<file path="config.mk">
export PLATFORM = sky130hd
export DESIGN_NAME = minimicro_dmem_responder_flat
export DESIGN_NICKNAME = d
export VERILOG_FILES = /design/src/rtl/minimicro_dmem_responder_if.sv /design/src/rtl/minimicro_dmem_responder.sv /design/src/flat_wrapper.sv
export SDC_FILE = /design/constraint.sdc
export NUM_CORES = 2
export LEC_CHECK = 0
export CAP_MARGIN = 20
export CORE_MARGIN = 2
export CORE_UTILIZATION = 35
export DETAILED_ROUTE_END_ITERATION = 8
export PLACE_DENSITY = 0.51
export SLEW_MARGIN = 10
export SYNTH_ARGS = -nofsm -noshare
export SYNTH_HDL_FRONTEND = slang
export SYNTH_SLANG_ARGS = --single-unit
</file>
<file path="constraint.sdc">
create_clock -name clk -period 5.6 [get_ports clk]
set_clock_uncertainty 0.05 [all_clocks]
set_input_delay 1.12 -clock clk [delete_from_list [all_inputs] [get_ports clk]]
set_output_delay 1.12 -clock clk [all_outputs]
set_load 0.05 [all_outputs]
</file>
<file path="src/rtl/minimicro_dmem_responder_if.sv">
// Load/store bus between the minimicro core (master) and its data-memory responder (slave).
// Request and response are independent valid/ready channels.
interface minimicro_dmem_responder_if #(
    parameter int DATA_WIDTH = 16,
    parameter int ADDR_WIDTH = 8
);
    logic                  req_valid_i;
    logic                  req_ready_o;
    logic [3:0]            req_op_i;
    logic [ADDR_WIDTH-1:0] req_addr_i;
    logic [DATA_WIDTH-1:0] req_wdata_i;
    logic                  rsp_valid_o;
    logic                  rsp_ready_i;
    logic [DATA_WIDTH-1:0] rsp_rdata_o;
    logic                  rsp_err_o;

    modport master (
        output req_valid_i, req_op_i, req_addr_i, req_wdata_i, rsp_ready_i,
        input  req_ready_o, rsp_valid_o, rsp_rdata_o, rsp_err_o
    );

    modport slave (
        input  req_valid_i, req_op_i, req_addr_i, req_wdata_i, rsp_ready_i,
        output req_ready_o, rsp_valid_o, rsp_rdata_o, rsp_err_o
    );
endinterface

</file>
<file path="src/rtl/minimicro_dmem_responder.sv">
// Data-memory responder for the minimicro core: one outstanding LDR/STR with programmable wait states.
// Optional DMEM_RESET_CLEAR_EN adds a post-reset sweep that zeroes the whole array.
module minimicro_dmem_responder #(
    parameter int DATA_WIDTH   = 16,
    parameter int DM_ADDRESSES = 256,
    parameter int ADDR_WIDTH   = 8,
    parameter int WAIT_STATES  = 2
) (
    input  logic                     clk,
    input  logic                     rst_n,
    minimicro_dmem_responder_if.slave bus,
    output logic                     busy_o
);
    localparam logic [3:0] OP_LDR = 4'b0110;
    localparam logic [3:0] OP_STR = 4'b0111;
    localparam logic [3:0] WAIT_LOAD = 4'((WAIT_STATES > 0) ? (WAIT_STATES - 1) : 0);
    localparam logic [ADDR_WIDTH:0] DM_LIMIT = (ADDR_WIDTH + 1)'(DM_ADDRESSES);

    typedef enum logic [2:0] {
        S_IDLE,
        S_WAIT,
        S_ACCESS,
`ifdef DMEM_RESET_CLEAR_EN
        S_CLEAR,
`endif
        S_RESP
    } state_t;

    state_t                r_state;
    logic [3:0]            r_waitCnt;
    logic [3:0]            r_op;
    logic [ADDR_WIDTH-1:0] r_addr;
    logic [DATA_WIDTH-1:0] r_wdata;
    logic                  r_reqReady;
    logic                  r_rspValid;
    logic [DATA_WIDTH-1:0] r_rspRdata;
    logic                  r_rspErr;
    logic                  r_busy;
    logic [DATA_WIDTH-1:0] r_mem [0:DM_ADDRESSES-1];
`ifdef DMEM_RESET_CLEAR_EN
    localparam logic [ADDR_WIDTH-1:0] CLR_LAST = ADDR_WIDTH'(DM_ADDRESSES - 1);
    logic [ADDR_WIDTH-1:0] r_clrAddr;
`endif

    logic                  w_opLegal;
    logic                  w_addrOk;
    logic                  w_legal;
    logic                  w_memWe;
    logic [ADDR_WIDTH-1:0] w_memWaddr;
    logic [DATA_WIDTH-1:0] w_memWdata;
    logic [DATA_WIDTH-1:0] w_memRdata;

    assign w_opLegal  = (r_op == OP_LDR) || (r_op == OP_STR);
    assign w_addrOk   = ({1'b0, r_addr} < DM_LIMIT);
    assign w_legal    = w_opLegal && w_addrOk;
    assign w_memRdata = w_addrOk ? r_mem[r_addr] : '0;

    // Gating with rst_n drops a store whose ACCESS edge coincides with reset.
    always_comb begin
        w_memWe    = 1'b0;
        w_memWaddr = r_addr;
        w_memWdata = r_wdata;
        if ((r_state == S_ACCESS) && w_legal && (r_op == OP_STR)) begin
            w_memWe = rst_n;
        end
`ifdef DMEM_RESET_CLEAR_EN
        if (r_state == S_CLEAR) begin
            w_memWe    = rst_n;
            w_memWaddr = r_clrAddr;
            w_memWdata = '0;
        end
`endif
    end

    always_ff @(posedge clk) begin
        if (w_memWe) begin
            r_mem[w_memWaddr] <= w_memWdata;
        end
    end

    // Response becomes valid one cycle after entering RESP, giving WAIT_STATES+2 latency.
    always_ff @(posedge clk or negedge rst_n) begin
        if (!rst_n) begin
            r_waitCnt  <= '0;
            r_op       <= '0;
            r_addr     <= '0;
            r_wdata    <= '0;
            r_rspValid <= 1'b0;
            r_rspRdata <= '0;
            r_rspErr   <= 1'b0;
`ifdef DMEM_RESET_CLEAR_EN
            r_state    <= S_CLEAR;
            r_reqReady <= 1'b0;
            r_busy     <= 1'b1;
            r_clrAddr  <= '0;
`else
            r_state    <= S_IDLE;
            r_reqReady <= 1'b1;
            r_busy     <= 1'b0;
`endif
        end else begin
            case (r_state)
                S_IDLE: begin
                    if (bus.req_valid_i && r_reqReady) begin
                        r_op       <= bus.req_op_i;
                        r_addr     <= bus.req_addr_i;
                        r_wdata    <= bus.req_wdata_i;
                        r_reqReady <= 1'b0;
                        r_busy     <= 1'b1;
                        if (WAIT_STATES > 0) begin
                            r_state   <= S_WAIT;
                            r_waitCnt <= WAIT_LOAD;
                        end else begin
                            r_state <= S_ACCESS;
                        end
                    end
                end
                S_WAIT: begin
                    if (r_waitCnt == 4'd0) begin
                        r_state <= S_ACCESS;
                    end else begin
                        r_waitCnt <= r_waitCnt - 4'd1;
                    end
                end
                S_ACCESS: begin
                    r_rspErr   <= !w_legal;
                    r_rspRdata <= (w_legal && (r_op == OP_LDR)) ? w_memRdata : '0;
                    r_state    <= S_RESP;
                end
                S_RESP: begin
                    if (!r_rspValid) begin
                        r_rspValid <= 1'b1;
                    end else if (bus.rsp_ready_i) begin
                        r_rspValid <= 1'b0;
                        r_rspRdata <= '0;
                        r_rspErr   <= 1'b0;
                        r_reqReady <= 1'b1;
                        r_busy     <= 1'b0;
                        r_state    <= S_IDLE;
                    end
                end
`ifdef DMEM_RESET_CLEAR_EN
                S_CLEAR: begin
                    if (r_clrAddr == CLR_LAST) begin
                        r_state    <= S_IDLE;
                        r_reqReady <= 1'b1;
                        r_busy     <= 1'b0;
                    end else begin
                        r_clrAddr <= r_clrAddr + 1'b1;
                    end
                end
`endif
                default: r_state <= S_IDLE;
            endcase
        end
    end

    assign bus.req_ready_o = r_reqReady;
    assign bus.rsp_valid_o = r_rspValid;
    assign bus.rsp_rdata_o = r_rspRdata;
    assign bus.rsp_err_o   = r_rspErr;
    assign busy_o          = r_busy;
endmodule

</file>
<file path="src/flat_wrapper.sv">
// flat-port wrapper written by rule: the top's interface ports become plain ports
module minimicro_dmem_responder_flat 
#(
    parameter int DATA_WIDTH   = 16,
    parameter int DM_ADDRESSES = 256,
    parameter int ADDR_WIDTH   = 8,
    parameter int WAIT_STATES  = 2
)
  (clk, rst_n, busy_o, bus_req_valid_i, bus_req_op_i, bus_req_addr_i, bus_req_wdata_i, bus_rsp_ready_i, bus_req_ready_o, bus_rsp_valid_o, bus_rsp_rdata_o, bus_rsp_err_o);
  minimicro_dmem_responder_if #(.DATA_WIDTH(DATA_WIDTH), .ADDR_WIDTH(ADDR_WIDTH)) bus_i ();
  input  logic clk;
  input  logic rst_n;
  output logic busy_o;
  input wire logic [$bits(bus_i.req_valid_i)-1:0] bus_req_valid_i;
  input wire logic [$bits(bus_i.req_op_i)-1:0] bus_req_op_i;
  input wire logic [$bits(bus_i.req_addr_i)-1:0] bus_req_addr_i;
  input wire logic [$bits(bus_i.req_wdata_i)-1:0] bus_req_wdata_i;
  input wire logic [$bits(bus_i.rsp_ready_i)-1:0] bus_rsp_ready_i;
  output wire logic [$bits(bus_i.req_ready_o)-1:0] bus_req_ready_o;
  output wire logic [$bits(bus_i.rsp_valid_o)-1:0] bus_rsp_valid_o;
  output wire logic [$bits(bus_i.rsp_rdata_o)-1:0] bus_rsp_rdata_o;
  output wire logic [$bits(bus_i.rsp_err_o)-1:0] bus_rsp_err_o;
  assign bus_i.req_valid_i = bus_req_valid_i;
  assign bus_i.req_op_i = bus_req_op_i;
  assign bus_i.req_addr_i = bus_req_addr_i;
  assign bus_i.req_wdata_i = bus_req_wdata_i;
  assign bus_i.rsp_ready_i = bus_rsp_ready_i;
  assign bus_req_ready_o = bus_i.req_ready_o;
  assign bus_rsp_valid_o = bus_i.rsp_valid_o;
  assign bus_rsp_rdata_o = bus_i.rsp_rdata_o;
  assign bus_rsp_err_o = bus_i.rsp_err_o;
  minimicro_dmem_responder #(.DATA_WIDTH(DATA_WIDTH), .DM_ADDRESSES(DM_ADDRESSES), .ADDR_WIDTH(ADDR_WIDTH), .WAIT_STATES(WAIT_STATES)) u_core (.clk(clk), .rst_n(rst_n), .bus(bus_i), .busy_o(busy_o));
endmodule
</file>
==> run summary <==
core footprint: 455000 um2
number of antenna violations at the first check in global routing: 24
Worst-Skew Late Latency: 1.00 ns
Mapped Area: 160000 um2
number of buffers inserted by port buffering: 51
worst slew margin relative to its limit: 0.142
number of slew-limit violations in the final report: 0
RSZ-0062 raised after global routing: no
CP max-delay cell: a21oi_1
depth of the most critical reg-to-reg path: 8
top flip-flop cell by instance count after synthesis: edfxtp_1
final hold violations: 0
hold_buf cts: 0
areal power density over the cells: 531 nW/um2
GR Util All Layers: 0.194
count of warnings emitted by yosys: 0
sequential group share of total power: 0.413
switching fraction of total power: 0.339
Rows: 248
total DRC errors in the routed layout: 0
number of enable flip-flop cells after synthesis: 4096
half-perimeter wire length after placement: 277 mm
Crit path required time: 6.37 ns
end-of-flow core utilization: 0.405
Final min period: 4.68 ns
worst slack at placement: 0.906 ns
number of global-route vias before repair: 79900
top-area cell type share of the netlist area: 0.771
die footprint: 461000 um2
pin count of the biggest net entering global routing: 201
wire length of the first global-routing pass: 639 mm
category of the most critical setup path: register to register
final instance area: 184000 um2
top-level port count: 52
final setup margin: 0.924 ns
Synth Area in XOR/XNOR: 0
number of buffers inserted by post-CTS setup repair: 0
aggregate global routing overflow: 0
cell area after placement: 171000 um2
reg-to-reg setup timing slack: 0.92 ns
category of the worst setup path launch point: register
crit end category: register
CTS clk-pin slew, worst paths: 0.06 ns
Internal Dissipation: 0.0648 W
slew at the pin closest to its max-slew limit: 1.29 ns
post-synthesis to final-layout area growth: 15.5%
dominant cell type by area after synthesis: edfxtp_1
adder-cell share of the synthesized area: 0.000470
leading post-synthesis cells by cell area: edfxtp_1 (77%), mux4_2 (11%), mux2i_1 (3.5%), dfrtp_1 (0.83%), mux2_2 (0.75%)
post-synthesis async set-or-reset flop share: 0.0130
worst vdd ir: 0.601 mV
routability congestion estimate: 0.818
Clk Tree Root Cell: clkbuf_16
clock share of power: 0.286
family of cells with the greatest summed delay on the critical path: compound AO/OA/AOI/OAI gates
switching power total: 0.0332 W
Total Negative Setup Slacks: 0 ns
maximum count of clock buffers along a single path: 4
overall die width: 679 um
detailed-route via count: 79700
share of the clock period used by the worst path: 0.835
final routed wire length divided by cell count: 31.7 um
Pre-Repair DR Iteration Count: 6
final antenna-violating net count: 0
number of flip-flops and latches in the synthesized netlist: 4150
initial core utilization: 0.351
Static Leakage: 58.2 nW
total CTS buffers: 436
CP arrival: 5.44 ns
endpoint of the worst-slack reg-to-reg timing path: u_core.bus.rsp_rdata_o[15]
number of unique standard cell types used by synthesis: 62
routed wire length: 459 mm
Max-cap violations: 0
via density per instance: 5.51
Worst Hold Class: input port to asynchronous set/reset pin
post-synthesis mux area share: 0.154
CTS tree: yes
CP max stage delay: 1.01 ns
Fmax: 214 MHz
most common cell after layout, fill and taps aside: edfxtp_1
compound-cell area share of the yosys netlist: 0.0359
Finish-stage setup viols: 0
DR iter-0 viols: 8744
number of resized instances in the post-cts repair step: 0
syn_nets: 7541
worst slack on hold paths: 0.338 ns
largest fanout on the critical path: 23
flip-flop and latch area: 124000 um2
Buf/Inv on CP: 3
fin nets: 8127
number of cells produced by synthesis: 7503
Synth Area in Simple Gates: 0.0165
largest family of logic cells by synthesized area: multiplexers
H-tree Lvls: 5
fillers: 39900
die height: 679 um
combinational cell fraction of total power: 0.301
fraction of layout cells with a size suffix above 1: 0.256
series of cell instances along the critical path: buf_12, buf_4, buf_4, mux4_2, mux4_2, a221o_1, a21oi_1, o31ai_1
Seq/Total Area, Yosys: 0.779
top library cells by usage in the layout, fill and taps aside: edfxtp_1 (4096), mux4_2 (785), mux2i_1 (565)
combined area of the multi-input logic cells: 33300 um2
synthesized area per cell: 21.3 um2
status: completed
clock net sink count: 4150
launching point of the worst reg2reg path: u_core.r_addr[0]
-- metrics by stage --
| stage | cells | total power, W |
|---|---|---|
| floorplan | 7503 | 0.0581 |
| global placement | 13600 | 0.0704 |
| detailed placement | 13600 | 0.0710 |
| CTS | 14400 | 0.0989 |
| global route | 14500 | 0.101 |
| finish | 14500 | 0.0980 |
-- per-layer routing --
metal | GRT usage | vias to the layer above | routed length (um)
li1 | - | 32800 | -
met1 | 0.275 | 43600 | 198000
met2 | 0.316 | 2814 | 221000
met5 | 0 | - | 13
met4 | 0.0518 | 2 | 12500
met3 | 0.0273 | 548 | 28400
-- power groups by stage --
stage / Clock (W) / Sequential (W) / Combinational (W)
finish: 0.0280 / 0.0405 / 0.0294
global route: 0.0297 / 0.0405 / 0.0309
CTS: 0.0286 / 0.0405 / 0.0298
detailed placement: 0 / 0.0411 / 0.0298
global placement: 0 / 0.0411 / 0.0292
floorplan: 0 / 0.0431 / 0.0150
-- area by class of cell --
| cell class | count | area share |
|---|---|---|
| Sequential cell | 4150 | 0.675 |
| Clock inverter | 253 | 0.0124 |
| Timing Repair Buffer | 604 | 0.0290 |
| Multi-Input combinational cell | 2888 | 0.180 |
| Antenna cell | 17 | 0.000231 |
| Clock buffer | 549 | 0.0623 |
| Inverter | 9 | 0.000183 |
| Tap cell | 6000 | 0.0407 |
-- worst max path at each step --
stage | startpoint | end | slack, ns | cells past startpoint
after floorplan | u_core.r_wdata[0] | u_core.r_mem[0][0] | 1.57 | 0
after global placement | u_core.r_addr[1] | u_core.bus.rsp_rdata_o[6] | 0.34 | 9
after detailed placement | u_core.r_addr[0] | u_core.bus.rsp_rdata_o[3] | 0.91 | 7
after CTS | u_core.r_addr[0] | u_core.bus.rsp_rdata_o[3] | 0.89 | 7
after global routing | u_core.r_addr[0] | u_core.bus.rsp_rdata_o[3] | 0.81 | 7
final | u_core.r_addr[0] | u_core.bus.rsp_rdata_o[15] | 0.92 | 8
-- worst reg2reg max path: stages, from the launching register on --
cell     delay, ns
dfrtp_4       0.75
buf_12        0.28
buf_4         0.40
buf_4         0.32
mux4_2        0.56
mux4_2        0.55
a221o_1       0.42
a21oi_1       1.01
o31ai_1       0.17
-- synth_stat cells, types with 7 or more instances --
master / number
a21oi_1: 196
a211oi_2: 7
a221o_1: 14
and3_1: 19
buf_4: 51
a22oi_1: 144
a31oi_1: 46
a41oi_1: 14
and2_1: 8
buf_2: 182
edfxtp_1: 4096
nor2_1: 274
mux4_2: 785
mux2i_1: 565
mux2_2: 106
buf_6: 18
inv_1: 9
o211ai_1: 20
a22o_1: 18
o21ai_0: 86
o221ai_1: 28
a32oi_1: 17
buf_1: 31
dfrtp_1: 53
o2111ai_1: 16
clkbuf_1: 174
o22ai_1: 75
a211oi_1: 14
nand2_1: 139
nor4_1: 22
nor2b_1: 17
nand2b_1: 7
a2111oi_1: 7
nand3_1: 79
a32o_1: 14
a221oi_1: 64
o22a_1: 14
nand4_1: 17
o31ai_1: 14
-- cells by family (layout without fill, tap and decap cells) --
family,after synthesis,count (layout)
DFF,4150,4150
and+or+nand+nor,600,600
adders and majority gates,6,6
buffers and inverters,465,1415
AOI/OAI and AO/OA,826,826
other,0,17
muxes,1456,1456
-- flip-flops by register name, summed over array words and instances, names as in the netlist --
signal and cells:
u_core.r_wdata 16, u_core.bus.rsp_err_o 1, u_core.r_state 2, u_core.bus.rsp_rdata_o 16
u_core.bus.rsp_valid_o 1, u_core.r_waitCnt 4, u_core.bus.req_ready_o 1, u_core.r_mem 4096
u_core.r_addr 8, u_core.r_op 4, u_core.busy_o 1
No activity file was read; power rests on OpenSTA's default activity.
